$ cat config.mk
export PLATFORM = sky130hd
export DESIGN_NAME = weight_mem_ctrl
export DESIGN_NICKNAME = d
export VERILOG_FILES = /design/src/rtl/weight_mem_ctrl.sv
export SDC_FILE = /design/constraint.sdc
export NUM_CORES = 1
export LEC_CHECK = 0
export ABC_AREA = 1
export CORE_MARGIN = 4
export CORE_UTILIZATION = 35
export CTS_CLUSTER_DIAMETER = 200
export DETAILED_ROUTE_END_ITERATION = 8
export PLACE_DENSITY = 0.62
export SLEW_MARGIN = 20
export SYNTH_ARGS = -nofsm -noshare
export SYNTH_HDL_FRONTEND = slang
export SYNTH_SLANG_ARGS = --single-unit
$ cat constraint.sdc
create_clock -name clk -period 5.1 [get_ports clk]
set_clock_uncertainty 0.15 [all_clocks]
set_input_delay 0.51 -clock clk [delete_from_list [all_inputs] [get_ports clk]]
set_output_delay 0.51 -clock clk [all_outputs]
set_load 0.05 [all_outputs]
$ cat src/rtl/weight_mem_ctrl.sv
// weight_mem_ctrl: loads a stream of 16-bit weights into the weight memory,
// then issues row reads (3 or 8 words per row) to the consumer.
//
// state  | meaning
// -------+-------------------------------------------------------------
// IDLE   | waiting for start; config is checked and latched here
// LOAD   | accepting words; with in_ready low, the last write drains
// READ   | presenting one row at a time until rd_ready takes it
// DONE   | one-cycle done pulse, then back to IDLE
module weight_mem_ctrl #(
    parameter int MAX_WEIGHT_NUM = 580,
    parameter int ADDR_W         = 16
) (
    input  logic              clk,
    input  logic              rst,
    input  logic              start,
    input  logic              abort,
    input  logic [15:0]       cfg_weight_total,
    input  logic [15:0]       cfg_row_total,
    input  logic [4:0]        cfg_mode,
    input  logic              in_valid,
    input  logic [15:0]       in_data,
    output logic              in_ready,
    output logic              write_weight_signal,
    output logic [ADDR_W-1:0] write_weight_addr,
    output logic [15:0]       write_weight_data,
    output logic              read_weight_signal,
    output logic [ADDR_W-1:0] read_weight_addr,
    output logic [4:0]        buffer_num_sel,
    input  logic              rd_ready,
    output logic              busy,
    output logic              done,
    output logic              cfg_err
);

    typedef enum logic [1:0] {
        S_IDLE = 2'd0,
        S_LOAD = 2'd1,
        S_READ = 2'd2,
        S_DONE = 2'd3
    } state_t;

    localparam logic [31:0] MAX_W = 32'(MAX_WEIGHT_NUM);

    state_t              state_q, state_d;
    logic [15:0]         wtot_q, wtot_d;
    logic [15:0]         rtot_q, rtot_d;
    logic [4:0]          mode_q, mode_d;
    logic [15:0]         wcnt_q, wcnt_d;
    logic [15:0]         rcnt_q, rcnt_d;
    logic                in_ready_q, in_ready_d;
    logic                wr_sig_q, wr_sig_d;
    logic [ADDR_W-1:0]   wr_addr_q, wr_addr_d;
    logic [15:0]         wr_data_q, wr_data_d;
    logic                rd_sig_q, rd_sig_d;
    logic [ADDR_W-1:0]   rd_addr_q, rd_addr_d;
    logic [4:0]          sel_q, sel_d;
    logic                busy_q, busy_d;
    logic                done_q, done_d;
    logic                cfg_err_q, cfg_err_d;

    logic [31:0]         words_per_row;
    logic [31:0]         words_needed;
    logic                cfg_ok;

    // Legality of the configuration presented with start: every word the
    // last row touches must have been loaded.
    always_comb begin
        words_per_row = (cfg_mode == 5'd2) ? 32'd8 : 32'd3;
        words_needed  = {16'd0, cfg_row_total} * words_per_row;
        cfg_ok = ((cfg_mode == 5'd1) || (cfg_mode == 5'd2))
              && (cfg_weight_total != 16'd0)
              && ({16'd0, cfg_weight_total} <= MAX_W)
              && (cfg_row_total != 16'd0)
              && (words_needed <= {16'd0, cfg_weight_total});
    end

    // Next-state and next-output computation; abort overrides everything.
    always_comb begin
        state_d    = state_q;
        wtot_d     = wtot_q;
        rtot_d     = rtot_q;
        mode_d     = mode_q;
        wcnt_d     = wcnt_q;
        rcnt_d     = rcnt_q;
        in_ready_d = in_ready_q;
        rd_sig_d   = rd_sig_q;
        rd_addr_d  = rd_addr_q;
        sel_d      = sel_q;
        busy_d     = busy_q;
        wr_sig_d   = 1'b0;
        wr_addr_d  = '0;
        wr_data_d  = '0;
        done_d     = 1'b0;
        cfg_err_d  = 1'b0;

        case (state_q)
            S_IDLE: begin
                if (start && !abort) begin
                    if (cfg_ok) begin
                        state_d    = S_LOAD;
                        wtot_d     = cfg_weight_total;
                        rtot_d     = cfg_row_total;
                        mode_d     = cfg_mode;
                        wcnt_d     = '0;
                        rcnt_d     = '0;
                        in_ready_d = 1'b1;
                        busy_d     = 1'b1;
                    end else begin
                        cfg_err_d = 1'b1;
                    end
                end
            end
            S_LOAD: begin
                if (in_ready_q) begin
                    if (in_valid) begin
                        wr_sig_d  = 1'b1;
                        wr_addr_d = ADDR_W'(wcnt_q);
                        wr_data_d = in_data;
                        wcnt_d    = wcnt_q + 16'd1;
                        if (wcnt_q == wtot_q - 16'd1) begin
                            in_ready_d = 1'b0;
                        end
                    end
                end else begin
                    // Last write is on the port this cycle; reads start after it.
                    state_d   = S_READ;
                    rd_sig_d  = 1'b1;
                    rd_addr_d = '0;
                    sel_d     = mode_q;
                    rcnt_d    = '0;
                end
            end
            S_READ: begin
                if (rd_ready && rd_sig_q) begin
                    if (rcnt_q == rtot_q - 16'd1) begin
                        state_d   = S_DONE;
                        rd_sig_d  = 1'b0;
                        rd_addr_d = '0;
                        sel_d     = '0;
                        done_d    = 1'b1;
                    end else begin
                        rcnt_d    = rcnt_q + 16'd1;
                        rd_addr_d = ADDR_W'(rcnt_q + 16'd1);
                    end
                end
            end
            S_DONE: begin
                state_d = S_IDLE;
                busy_d  = 1'b0;
                wcnt_d  = '0;
                rcnt_d  = '0;
            end
            default: begin
                state_d = S_IDLE;
            end
        endcase

        if (abort) begin
            state_d    = S_IDLE;
            wcnt_d     = '0;
            rcnt_d     = '0;
            in_ready_d = 1'b0;
            rd_sig_d   = 1'b0;
            rd_addr_d  = '0;
            sel_d      = '0;
            busy_d     = 1'b0;
            wr_sig_d   = 1'b0;
            wr_addr_d  = '0;
            wr_data_d  = '0;
            done_d     = 1'b0;
            cfg_err_d  = 1'b0;
        end
    end

    // State and registered outputs; reset clears everything asynchronously.
    always_ff @(posedge clk or negedge rst) begin
        if (!rst) begin
            state_q    <= S_IDLE;
            wtot_q     <= '0;
            rtot_q     <= '0;
            mode_q     <= '0;
            wcnt_q     <= '0;
            rcnt_q     <= '0;
            in_ready_q <= 1'b0;
            wr_sig_q   <= 1'b0;
            wr_addr_q  <= '0;
            wr_data_q  <= '0;
            rd_sig_q   <= 1'b0;
            rd_addr_q  <= '0;
            sel_q      <= '0;
            busy_q     <= 1'b0;
            done_q     <= 1'b0;
            cfg_err_q  <= 1'b0;
        end else begin
            state_q    <= state_d;
            wtot_q     <= wtot_d;
            rtot_q     <= rtot_d;
            mode_q     <= mode_d;
            wcnt_q     <= wcnt_d;
            rcnt_q     <= rcnt_d;
            in_ready_q <= in_ready_d;
            wr_sig_q   <= wr_sig_d;
            wr_addr_q  <= wr_addr_d;
            wr_data_q  <= wr_data_d;
            rd_sig_q   <= rd_sig_d;
            rd_addr_q  <= rd_addr_d;
            sel_q      <= sel_d;
            busy_q     <= busy_d;
            done_q     <= done_d;
            cfg_err_q  <= cfg_err_d;
        end
    end

    assign in_ready            = in_ready_q;
    assign write_weight_signal = wr_sig_q;
    assign write_weight_addr   = wr_addr_q;
    assign write_weight_data   = wr_data_q;
    assign read_weight_signal  = rd_sig_q;
    assign read_weight_addr    = rd_addr_q;
    assign buffer_num_sel      = sel_q;
    assign busy                = busy_q;
    assign done                = done_q;
    assign cfg_err             = cfg_err_q;

endmodule
== Word-level counts from Yosys, hierarchy flattened ==
Cells that the tools add are included.

* Output and inout bits: 59
* Logic and storage cells: 123
* Memories kept: 0
* Memory bits (writable): 0
* Bits in latches: 0
* Input port bits: 59
* Register bits after elaboration: 130
* ROM bits: 0

* Add/subtract/negate cells: 4
* Bitwise operators: 0
* Div/mod/pow operators: 0
* Magnitude comparators: 2
* Reduce and logical (&&, ||, !) cells: 23
* Multipliers: 1
* Equality and inequality tests: 15
* Shift operators: 0
* Mux-type cells: 62

{| class="wikitable"
|+ Operators by type and width
! kind !! count
|-
| $mux 16 || 20
|-
| $pmux 16 s4 || 1
|-
| $pmux 16 s3 || 1
|-
| $add 16x1->16 const B || 2
|-
| $eq 16x16->1 || 2
|-
| $pmux 16 s2 || 1
|-
| $reduce_bool 16->1 || 2
|-
| $sub 16x1->16 const B || 2
|-
| $ne 3x3->1 const B || 8
|-
| $mux 1 || 23
|-
| $le 20x16->1 || 1
|-
| $mul 16x4->20 || 1
|-
| $mux 5 || 4
|-
| $le 16x10->1 const B || 1
|-
| $reduce_and 5->1 || 3
|-
| $mux 2 || 6
|-
| $reduce_and 3->1 || 4
|-
| $pmux 5 s2 || 1
|-
| $reduce_bool 3->1 || 3
|-
| $pmux 2 s4 || 1
|-
| $logic_and 1x1->1 || 6
|-
| $pmux 1 s2 || 3
|-
| $eq 5x1->1 const B || 1
|-
| $eq 5x2->1 const B || 1
|-
| 8 further kinds || 9
|}

== Depth between registers and ports, before layout ==
Gate-level depths: netlist of run 1.

* Word-level depth: 10
* Gate-level depth with buffers: 30
* Depth with buffers taken out: 29

== Worst setup path after synthesis of run 1 ==
No wires, ideal clock.

* Path type: input to register
* From: input cfg_mode[3]
* To: register wcnt_q[8]
* Cell stages on the path: 26
* Required time: 4.833 ns
* Buffers on the path: 2
* Data arrival time: 4.316 ns
* Setup time: 0.117 ns
* Slack: 0.517 ns
* Cell sequence: nor2_1 > nand3_2 > inv_1 > clkbuf_1 > a21boi_0 > fa_1 > inv_1 > ha_1 > nand2_1 > inv_1 > a21oi_1 > nand3_1 > a31oi_1 > xnor2_1 > ha_1 > nand2_1 > nor2_1 > a211oi_1 > nand2_1 > nand2_1 > nand4_1 > nand2_2 > nand3_2 > buf_2 > nand2_1 > nand2_1

* Word-level cells in the longest chain between the ends: 8
* Elaborated cells between the ends (all ways): 12
* Classes of those cells: mul (1); order compare (1); eq/ne (3); mux (1); reduce/logical (6)

{| class="wikitable"
|+ Ends and longest elaborated chain
! item !! line !! source
|-
| start: declaration || 20 || <nowiki>input logic [4:0] cfg_mode,</nowiki>
|-
| parallel branches: the longest is 5 deep, another holds $mul 16x4->20 || -- ||
|-
| $logic_and 1x1->1 (*) || 75 || <nowiki>&& (words_needed <= {16'd0, cfg_weight_total});</nowiki>
|-
| $ne 3x3->1 (no line) (*) || -- ||
|-
| $reduce_and 5->1 (no line) (*) || -- ||
|-
| end signal: assignment || 200 || <nowiki>wcnt_q <= wcnt_d;</nowiki>
|-
| end: declaration || 49 || <nowiki>logic [15:0] wcnt_q, wcnt_d;</nowiki>
|}

Mark *: on every way between the ends.
A chain may end at the register's enable or synchronous reset.

== Final worst setup path of run 1 ==
* From: input cfg_mode[1]
* To: register wcnt_q[7]

Same word-level chain as after synthesis.

==> flow_summary.json, run 1 <==
{
  "place.detailed.hpwl_um": 19500,
  "hold-path-cell-count": 2,
  "rr_endpoint": "buffer_num_sel[0]",
  "max-slew-margin-rel_pct": 37.3,
  "clockRootBuffer": "sky130_fd_sc_hd__clkbuf_16",
  "worstPathMaxFanout": 8,
  "power.leakage_uw": 0.00632,
  "worst_path_most_repeated_cell": "sky130_fd_sc_hd__nand2_1",
  "clkSlewWorstSetupHoldPaths_ps": 60,
  "ff2ff_setup_slack_ps": 1920,
  "worst_ep_arrival_time_ps": 5030,
  "ys_warn_count": 0,
  "grt_pass1_wl_um": 41400,
  "post_drt_wl_per_cell_um": 13.5,
  "gr-total-overflow": 0,
  "critical-path-max-stage-delay_ps": 520,
  "finalWirelength_um": 25400,
  "fp.coreArea_sq_um": 26300,
  "synth_enable_flop_cells": 0,
  "remaining_drc_errors": 0,
  "floorplan.die.width_um": 172,
  "postSynthCellCount": 1356,
  "worstHoldPathType": "reg2reg",
  "ys_top_cells_by_area": "sky130_fd_sc_hd__dfrtp_1, sky130_fd_sc_hd__nand2_1, sky130_fd_sc_hd__inv_1",
  "antenna_cells_inserted": 0,
  "drt-vias-per-instance": 4.74,
  "synth_ff_type": "sky130_fd_sc_hd__dfrtp_1",
  "synthesis.area_sq_um": 9430,
  "timing.hold.ws_ps": 330,
  "count_of_filler_cells_inserted_in_the_layout": 2631,
  "grt_use_total_pct": 17.0,
  "crit-reg2reg-launch": "state_q[1]",
  "nNetsFinal": 1651,
  "pre_cts_slack_ps": -200,
  "met1_routing_resource_usage_after_global_routing_pct": 23.5,
  "tightestPinTransition_ps": 939,
  "grt_max_degree": 52,
  "endpoint_kind": "flop",
  "fmax_mhz": 205,
  "maxSlewViolCount": 0,
  "synth_largest_area_cell": "sky130_fd_sc_hd__dfrtp_1",
  "grtUsageMet3_pct": 2.29,
  "postRouteAntennaNets": 0,
  "buffer_ports.inserted": 117,
  "top_level_ports": 118,
  "antenna_found_initial": 0,
  "dr_total_vias": 8913,
  "cellPowerDensity_nw_per_um2": 306,
  "met2_usage_pct": 28.2,
  "yosysSeqAreaShare_pct": 34.5,
  "worst_hold_path.endpoint": "read_weight_addr[3]",
  "synthDistinctLibCells": 47,
  "synth_largest_type_area_fraction_pct": 34.5,
  "required_time_of_the_critical_path_ps": 5260,
  "tritoncts": "yes",
  "hold_path.startpoint": "read_weight_addr[3]",
  "clock_insertion_delay_worst_skew_ps": 420,
  "setup.worst_path.class": "in2reg",
  "dr.pass1.iters": 5,
  "vias_in_the_first_global_route": 8572,
  "drive_above_1_share_pct": 9.90,
  "postSynthRegisterBits": 130,
  "register_area_sq_um": 3250,
  "postSynth.asyncResetShare_pct": 100,
  "timing.max_cap.violations": 0,
  "place_congestion": 0.885,
  "multiInputGateArea_sq_um": 5480,
  "detailedRoute.firstIterationViolations": 618,
  "numCtsBuffers": 17,
  "cts_buffer_depth": 2,
  "timing.critical_path.from_type": "primary input",
  "cts_max_level": 4,
  "syn-mean-instance-area_sq_um": 6.95,
  "post_synthesis_to_final_layout_area_growth_pct": 29.3,
  "report.final.setup_viol": 0,
  "grt-busiest-layer": "met2",
  "fin_tns_setup_ps": 0,
  "period_needed_ps": 4870,
  "clkSinkCount": 130,
  "worst_r2r_path_depth": 13,
  "timing.final.ws_setup_ps": 230,
  "die_h_um": 172,
  "num_rows": 59,
  "status": "finished clean",
  "max-vdd-ir-drop_mv": 0.214,
  "cp_slowest_cell": "sky130_fd_sc_hd__fa_1",
  "layout_worst_path_cycle_share_pct": 95.5,
  "timing_hold_violations_final": 0,
  "die_area_sq_um": 29600,
  "starting_density_of_the_core_pct": 35.9
}
## registers in the layout, summed over array words and instances, names as in the netlist, 16 cells and up
name,count
rcnt_q,16
read_weight_addr,16
rtot_q,16
wcnt_q,16
write_weight_addr,16
write_weight_data,16
wtot_q,16
## area by class of cell
class                           instances  area share [%]
Timing Repair Buffer                  179            14.0
Inverter                              196            6.07
Tap cell                              335            3.44
Multi-Input combinational cell       1008            45.0
Sequential cell                       130            26.7
Clock inverter                         13            1.22
Clock buffer                           19            3.63
## report_power, final
| group | leakage [uW] | total (uW) | switching (uW) | internal [uW] |
|---|---|---|---|---|
| clock network | 0.000281 | 1240 | 495 | 741 |
| registers | 0.00176 | 1110 | 35.7 | 1080 |
| logic | 0.00429 | 1380 | 860 | 519 |
## cells by family (layout without fill, tap and decap cells)
kind of cell	count (synthesis)	in the layout	share of synthesized area, %
simple gates	790	790	36.4
buf+inv	230	407	9.81
flops	130	130	34.5
compound gates	97	97	5.81
fa+ha+maj	60	60	9.00
xor+xnor	47	47	4.37
other cells	2	14	0.0797
## worst max-delay path by stage
stage	cells after the start	slack, ps	startpoint	to
after floorplan	26	520	cfg_mode[3]	wcnt_q[8]
after global placement	28	-140	cfg_mode[1]	rcnt_q[1]
after detailed placement	25	-200	cfg_mode[1]	rcnt_q[8]
after CTS	25	200	cfg_mode[1]	rcnt_q[8]
after global routing	28	-70	cfg_mode[1]	wcnt_q[10]
final	29	230	cfg_mode[1]	wcnt_q[7]
## metrics by stage
stage          total power (uW)  util, %  area, sq um  instances
3_3_place_gp               2380     43.2        11300       1845
2_1_floorplan              1960        -         9470       1368
6_report                   3730     46.4        12200       1880
3_5_place_dp               2400     43.2        11300       1845
5_1_grt                    3960     46.4        12200       1880
4_1_cts                    3640     45.4        11900       1878
## synth_stat cells (6+ instances only)
library cell               number
sky130_fd_sc_hd__a21boi_0       9
sky130_fd_sc_hd__a21oi_1       25
sky130_fd_sc_hd__buf_6          7
sky130_fd_sc_hd__clkbuf_1      21
sky130_fd_sc_hd__dfrtp_1      130
sky130_fd_sc_hd__fa_1          13
sky130_fd_sc_hd__ha_1          47
sky130_fd_sc_hd__inv_1        189
sky130_fd_sc_hd__inv_2          7
sky130_fd_sc_hd__nand2_1      425
sky130_fd_sc_hd__nand3_1       79
sky130_fd_sc_hd__nand3b_1       6
sky130_fd_sc_hd__nand4_1       49
sky130_fd_sc_hd__nor2_1       170
sky130_fd_sc_hd__nor2_2        10
sky130_fd_sc_hd__nor3_1        20
sky130_fd_sc_hd__o21ai_0       45
sky130_fd_sc_hd__xnor2_1       21
sky130_fd_sc_hd__xor2_1        26
## worst max-delay path, delay by kind of cell
family,cells,cell delay [ps]
buffers and inverters,8,1390
AND/OR/NAND/NOR,13,1390
XOR/XNOR,1,120
adder cells (fa/ha/maj),3,1030
AO/OA/AOI/OAI,4,580
## cells in the final DEF, fill, tap and decap left out, types with 14 or more instances in the layout
cell and count:
sky130_fd_sc_hd__buf_4 53, sky130_fd_sc_hd__nand3_1 78, sky130_fd_sc_hd__a21oi_1 23, sky130_fd_sc_hd__xor2_1 25, sky130_fd_sc_hd__xnor2_1 21, sky130_fd_sc_hd__nand2_1 423, sky130_fd_sc_hd__conb_1 14, sky130_fd_sc_hd__clkdlybuf4s50_1 116
sky130_fd_sc_hd__inv_1 188, sky130_fd_sc_hd__clkbuf_16 18, sky130_fd_sc_hd__nor3_1 20, sky130_fd_sc_hd__nor2_1 166, sky130_fd_sc_hd__o21ai_0 45, sky130_fd_sc_hd__dfrtp_1 130, sky130_fd_sc_hd__nand4_1 49, sky130_fd_sc_hd__ha_1 41
## layer usage
metal | up-vias | routed length (um)
li1 | 4598 | -
met1 | 4075 | 12100
met2 | 208 | 11800
met3 | 32 | 998
met4 | 0 | 471
met5 | - | 0
## repair_timing
| item | CTS | global route |
|---|---|---|
| endpoints found under the setup margin | 0 | 73 |
| hold endpoints to repair | 32 | 0 |
| resized for setup | 0 | 41 |
| hold buffers | 1 | 0 |
| setup buffers | 0 | 1 |
(Power assumes the default switching activity.)
==> inputs of run 2 (changes only) <==
--- a/config.mk
+++ b/config.mk
@@ -11,6 +11,7 @@
 export CTS_CLUSTER_DIAMETER = 200
 export DETAILED_ROUTE_END_ITERATION = 8
 export PLACE_DENSITY = 0.62
+export SKIP_CTS_REPAIR_TIMING = 1
 export SLEW_MARGIN = 20
 export SYNTH_ARGS = -nofsm -noshare
 export SYNTH_HDL_FRONTEND = slang
==> constraint.sdc (replaced) <==
create_clock -name clk -period 4.94 [get_ports clk]
set_clock_uncertainty 0.15 [all_clocks]
set_input_delay 0.494 -clock clk [delete_from_list [all_inputs] [get_ports clk]]
set_output_delay 0.494 -clock clk [all_outputs]
set_load 0.05 [all_outputs]
==> run 2 against run 1 <==
First-iteration DRC count down 13%; flip-flop and latch count did not move; count of clock-buffer cells in the layout is 2 lower; global-route usage is 0.095 points lower; die area is the same; register-to-register slack worse by 240 ps; non-clock buffer count grew 15; utilization rose by 1.4 points; clock power about the same; routed wire length increased by 0.42%; via count is 0.90% higher; largest cell class unchanged.
==> flow_summary.json, run 2 (synthesis results as in run 1) <==
{
  "critPathLaunch": "cfg_mode[2]",
  "place_inst": 1851,
  "switching_share_pct": 37.4,
  "layout.cells.most_common_list": "sky130_fd_sc_hd__nand2_1, sky130_fd_sc_hd__inv_1, sky130_fd_sc_hd__nor2_1",
  "tritoncts": "yes",
  "place_congestion": 0.881,
  "ff2ff_setup_slack_ps": 1680,
  "clkSlewWorstSetupHoldPaths_ps": 60,
  "top_level_ports": 118,
  "stdcell_count": 1897,
  "nNetsFinal": 1668,
  "die_h_um": 172,
  "route.top_layer_used": "met4",
  "max-vdd-ir-drop_mv": 0.159,
  "count_of_filler_cells_inserted_in_the_layout": 2611,
  "remaining_drc_errors": 0,
  "cts_max_level": 4,
  "p_total_uw": 3940,
  "finalWirelength_um": 25500,
  "routedLengthMet1_um": 12100,
  "max-slew-margin-rel_pct": 36.9,
  "clockRootBuffer": "sky130_fd_sc_hd__clkbuf_16",
  "drt-vias-per-instance": 4.74,
  "starting_density_of_the_core_pct": 35.9,
  "dr.pass1.iters": 5,
  "die_area_sq_um": 29600,
  "vias_in_the_first_global_route": 8463,
  "share_seq_of_total_power_pct": 29.1,
  "p_int_uw": 2470,
  "grt_max_degree": 65,
  "detailedRoute.firstIterationViolations": 540,
  "worst_ep_arrival_time_ps": 4860,
  "setup.worst_path.class": "in2reg",
  "power.combinational.fraction_pct": 38.8,
  "floorplan.die.width_um": 172,
  "fmax_mhz": 212,
  "timing.critical_path.from_type": "primary input",
  "layout_worst_path_cycle_share_pct": 95.3,
  "period_needed_ps": 4710,
  "post_drt_wl_per_cell_um": 13.4,
  "grt_use_total_pct": 16.9,
  "switch_pwr_uw": 1470,
  "antenna_cells_inserted": 0,
  "grt_pass1_wl_um": 41000,
  "post_synthesis_to_final_layout_area_growth_pct": 33.3,
  "dr_total_vias": 8993,
  "timing_hold_violations_final": 0,
  "final_common_cell": "sky130_fd_sc_hd__nand2_1",
  "crit-reg2reg-launch": "state_q[1]",
  "p_clk_share_pct": 32.1,
  "maxSlewViolCount": 0,
  "cts_buffer_depth": 2,
  "cellPowerDensity_nw_per_um2": 314,
  "drive_above_1_share_pct": 13.5,
  "fin_tns_setup_ps": 0,
  "met3_wire_length_um": 1190,
  "antenna_found_initial": 0,
  "clkSinkCount": 130,
  "buffer_ports.inserted": 117,
  "postRouteAntennaNets": 0,
  "post_dp_cell_area_sq_um": 11400,
  "status": "finished clean",
  "num_rows": 59,
  "gr-total-overflow": 0,
  "power.leakage_uw": 0.00648,
  "tightestPinTransition_ps": 946,
  "layout.cell_area.non_filler_sq_um": 12600,
  "fp.coreArea_sq_um": 26300,
  "required_time_of_the_critical_path_ps": 5090,
  "timing.max_cap.violations": 0,
  "route.met2.wl_um": 11600,
  "endpoint_kind": "flop",
  "multiInputGateArea_sq_um": 5670,
  "clock_insertion_delay_worst_skew_ps": 420,
  "worstPathMaxFanout": 6,
  "worstHoldPathType": "in2async",
  "report.final.setup_viol": 0,
  "register_area_sq_um": 3250,
  "place.detailed.hpwl_um": 19700,
  "numCtsBuffers": 17,
  "timing.hold.ws_ps": 16.5
}
run 2: cell count changes in the layout (fill, tap and decap cells not counted), moves of 3 or more:
cell / before / now
sky130_fd_sc_hd__ha_1: 41 / 36
sky130_fd_sc_hd__buf_4: 53 / 62
sky130_fd_sc_hd__nor2_1: 166 / 163
sky130_fd_sc_hd__buf_12: 2 / 5
sky130_fd_sc_hd__ha_4: 6 / 11
sky130_fd_sc_hd__inv_1: 188 / 184
sky130_fd_sc_hd__inv_2: 7 / 11
sky130_fd_sc_hd__nand2_2: 5 / 20
sky130_fd_sc_hd__nand2_1: 423 / 408
sky130_fd_sc_hd__a21oi_1: 23 / 20
run 2: power by group through the flow:
stage / clock network, uW / registers, uW / logic [uW]
floorplan: 0 / 1280 / 752
global placement: 0 / 1160 / 1300
detailed placement: 0 / 1170 / 1320
CTS: 1290 / 1150 / 1330
global route: 1350 / 1150 / 1690
finish: 1270 / 1150 / 1530
run 2: worst paths after layout:
check                                       end  depth (start not counted)
setup / recovery                     wtot_q[10]                         26
hold / removal                        wtot_q[9]                          1
setup reg to reg              buffer_num_sel[4]                         13
hold reg to reg               buffer_num_sel[3]                          2
max in group asynchronous  read_weight_addr[11]                          2
min in group clk              buffer_num_sel[3]                          2
run 2: area by class of cell:
type / instances / share of cell area (%)
multi-input combinational: 1009 / 45.2
sequential: 130 / 25.9
timing repair buffer: 194 / 14.9
inverter: 196 / 5.89
clock buffer: 17 / 3.39
tap: 335 / 3.34
clock inverter: 15 / 1.37
timing repair inverter: 1 / 0.0598
run 2: worst max-delay path, cell delays in order:
cell and delay, ps:
sky130_fd_sc_hd__clkdlybuf4s50_1 410, sky130_fd_sc_hd__nor2_2 140, sky130_fd_sc_hd__nand3_2 150, sky130_fd_sc_hd__buf_6 160, sky130_fd_sc_hd__clkinvlp_4 170, sky130_fd_sc_hd__nor2_4 60
sky130_fd_sc_hd__buf_4 140, sky130_fd_sc_hd__fa_1 570, sky130_fd_sc_hd__ha_4 220, sky130_fd_sc_hd__or2_1 220, sky130_fd_sc_hd__nand3_1 100, sky130_fd_sc_hd__nand2_2 60
sky130_fd_sc_hd__a31oi_1 170, sky130_fd_sc_hd__xnor2_1 150, sky130_fd_sc_hd__ha_1 260, sky130_fd_sc_hd__a21oi_1 150, sky130_fd_sc_hd__nor2_1 60, sky130_fd_sc_hd__a211oi_2 160
sky130_fd_sc_hd__nand2_1 90, sky130_fd_sc_hd__nand2_2 80, sky130_fd_sc_hd__nand4_1 170, sky130_fd_sc_hd__buf_4 200, sky130_fd_sc_hd__buf_4 130, sky130_fd_sc_hd__nor3_4 120
sky130_fd_sc_hd__buf_4 180, sky130_fd_sc_hd__nor2_1 40
run 2: routing by layer:
metal	vias up	GRT usage [%]
met5	-	0
met4	0	5.57
met3	35	2.26
met2	215	27.7
met1	4107	23.3
li1	4636	-
run 2: metrics by stage:
| stage | setup WS [ps] | utilization, % |
|---|---|---|
| finish | 232 | 47.8 |
| global route | -37.8 | 47.8 |
| CTS | 51.2 | 45.6 |
| detailed placement | -360 | 43.3 |
| global placement | -285 | 43.3 |
| floorplan | 373 | - |
==> inputs of run 3 (changes only) <==
--- a/config.mk
+++ b/config.mk
@@ -7,10 +7,10 @@
 export LEC_CHECK = 0
 export ABC_AREA = 1
 export CORE_MARGIN = 4
-export CORE_UTILIZATION = 35
+export CORE_UTILIZATION = 52
 export CTS_CLUSTER_DIAMETER = 200
 export DETAILED_ROUTE_END_ITERATION = 8
-export PLACE_DENSITY = 0.62
+export PLACE_DENSITY = 0.78
 export SKIP_CTS_REPAIR_TIMING = 1
 export SLEW_MARGIN = 20
 export SYNTH_ARGS = -nofsm -noshare
==> constraint.sdc (replaced) <==
create_clock -name clk -period 3.9 [get_ports clk]
set_clock_uncertainty 0.15 [all_clocks]
set_input_delay 0.39 -clock clk [delete_from_list [all_inputs] [get_ports clk]]
set_output_delay 0.39 -clock clk [all_outputs]
set_load 0.05 [all_outputs]
==> run 3 against run 2 <==
The run now ends with negative setup slack left; clock power rose by 34%; count of clock-buffer cells in the layout rose by 1; flip-flop and latch count unchanged; utilization increased by 26 points; worst setup slack got worse by 630 ps; routed wire length rose by 8.5%; sequential share of layout area down 0.81 points; cell count down 4.6%; worst hold slack better by 80 ps; non-clock buffer count up 24; critical path depth is the same; critical endpoint is now wcnt_q[7]; largest cell class unchanged.
==> flow_summary.json, run 3 (synthesis results as in run 1) <==
{
  "dr.pass1.iters": 6,
  "gr-total-overflow": 0,
  "tightestPinTransition_ps": 941,
  "met1_routing_resource_usage_after_global_routing_pct": 32.9,
  "antenna_found_initial": 0,
  "place_congestion": 0.950,
  "vias_in_the_first_global_route": 8965,
  "tritoncts": "yes",
  "worstHoldPathType": "in2reg",
  "required_time_of_the_critical_path_ps": 4050,
  "cts_max_level": 4,
  "nNetsFinal": 1693,
  "grtUsageMet3_pct": 4.12,
  "place_inst": 1758,
  "die_area_sq_um": 20300,
  "fmax_mhz": 233,
  "stdcell_count": 1810,
  "fin_tns_setup_ps": -24750,
  "max-vdd-ir-drop_mv": 0.369,
  "place.detailed.hpwl_um": 18900,
  "postRouteAntennaNets": 0,
  "timing.max_cap.violations": 0,
  "top_level_ports": 118,
  "grt-busiest-layer": "met2",
  "path_delay_family": "simple AND/OR/NAND/NOR gates",
  "postLayoutCoreUtil_pct": 74.0,
  "worst_ep_arrival_time_ps": 4440,
  "setup.worst_path.class": "in2reg",
  "clockRootBuffer": "sky130_fd_sc_hd__clkbuf_16",
  "clkSinkCount": 130,
  "antenna_cells_inserted": 0,
  "timing.critical_path.from_type": "primary input",
  "endpoint_kind": "flop",
  "power.leakage_uw": 0.00673,
  "worstPathBufferInverterCount": 5,
  "buffer_ports.inserted": 117,
  "dr_total_vias": 9792,
  "met2_usage_pct": 41.6,
  "numCtsBuffers": 17,
  "drive_above_1_share_pct": 17.3,
  "remaining_drc_errors": 0,
  "cellPowerDensity_nw_per_um2": 415,
  "worst_path_most_repeated_cell": "sky130_fd_sc_hd__nand2_1",
  "worstPathMaxFanout": 8,
  "floorplan.die.width_um": 143,
  "num_rows": 48,
  "status": "complete, but fails checks",
  "drt-vias-per-instance": 5.41,
  "post_synthesis_to_final_layout_area_growth_pct": 37.6,
  "grt_max_degree": 114,
  "clkSlewWorstSetupHoldPaths_ps": 60,
  "post_drt_wl_per_cell_um": 15.3,
  "cp_slowest_cell": "sky130_fd_sc_hd__fa_1",
  "finalWirelength_um": 27600,
  "report.final.setup_viol": 73,
  "critical-path-max-stage-delay_ps": 550,
  "layout_worst_path_cycle_share_pct": 110,
  "timing.hold.ws_ps": 96.6,
  "final_common_cell": "sky130_fd_sc_hd__nand2_1",
  "clock_insertion_delay_worst_skew_ps": 420,
  "cts_buffer_depth": 2,
  "grt_pass1_wl_um": 41800,
  "maxSlewViolCount": 0,
  "fp.coreArea_sq_um": 17500,
  "violations_in_the_final_reports": "negative setup slack",
  "max-slew-margin-rel_pct": 37.2,
  "timing_hold_violations_final": 0,
  "die_h_um": 143,
  "layout.cells.most_common_list": "sky130_fd_sc_hd__nand2_1, sky130_fd_sc_hd__inv_1, sky130_fd_sc_hd__nor2_1",
  "p_total_uw": 5380,
  "starting_density_of_the_core_pct": 53.8,
  "period_needed_ps": 4290,
  "grt_use_total_pct": 24.8,
  "timing.final.ws_setup_ps": -394,
  "detailedRoute.firstIterationViolations": 926,
  "grt_setup_unrepaired": "yes"
}
## run 3: through the flow
| stage | setup WS, ps | area [sq um] |
|---|---|---|
| final | -394 | 13000 |
| after global routing | -626 | 13000 |
| after CTS | -890 | 12300 |
| after detailed placement | -1300 | 11700 |
| after global placement | -1210 | 11700 |
| after floorplan | -92.1 | 9790 |
## run 3: report_power, final
group | internal, uW | total [uW] | switching (uW)
logic | 881 | 2220 | 1340
clock network | 1080 | 1700 | 621
registers | 1410 | 1460 | 51.1
## run 3: layout make-up
| cell class | count | area (sq um) |
|---|---|---|
| Clock buffer | 18 | 439 |
| Clock inverter | 12 | 184 |
| Fill cell | 1313 | 4570 |
| Inverter | 196 | 753 |
| Multi-Input combinational cell | 1011 | 5910 |
| Sequential cell | 130 | 3250 |
| Tap cell | 225 | 282 |
| Timing Repair Buffer | 218 | 2150 |
## run 3: worst paths after layout
| check | startpoint | to | slack [ps] | depth (start not counted) |
|---|---|---|---|---|
| setup / recovery | cfg_row_total[6] | wcnt_q[7] | -390 | 26 |
| hold / removal | cfg_mode[0] | mode_q[0] | 100 | 3 |
| setup reg to reg | state_q[0] | buffer_num_sel[3] | 760 | 13 |
| hold reg to reg | read_weight_addr[8] | read_weight_addr[8] | 330 | 2 |
| max in group asynchronous | rst | read_weight_addr[10] | 2510 | 3 |
| min in group asynchronous | rst | write_weight_addr[7] | 230 | 2 |
## run 3: layer usage
| metal | up-vias | wire length, um | part of all wire [%] |
|---|---|---|---|
| met4 | 0 | 795 | 2.9 |
| met1 | 4552 | 11300 | 41 |
| li1 | 4694 | - | - |
| met3 | 79 | 2020 | 7.3 |
| met5 | - | 0 | 0 |
| met2 | 467 | 13500 | 49 |
## run 3: worst min-delay path, cell delays in order
cell and delay [ps]:
sky130_fd_sc_hd__buf_6 100, sky130_fd_sc_hd__nand3_1 70, sky130_fd_sc_hd__nand2_1 70
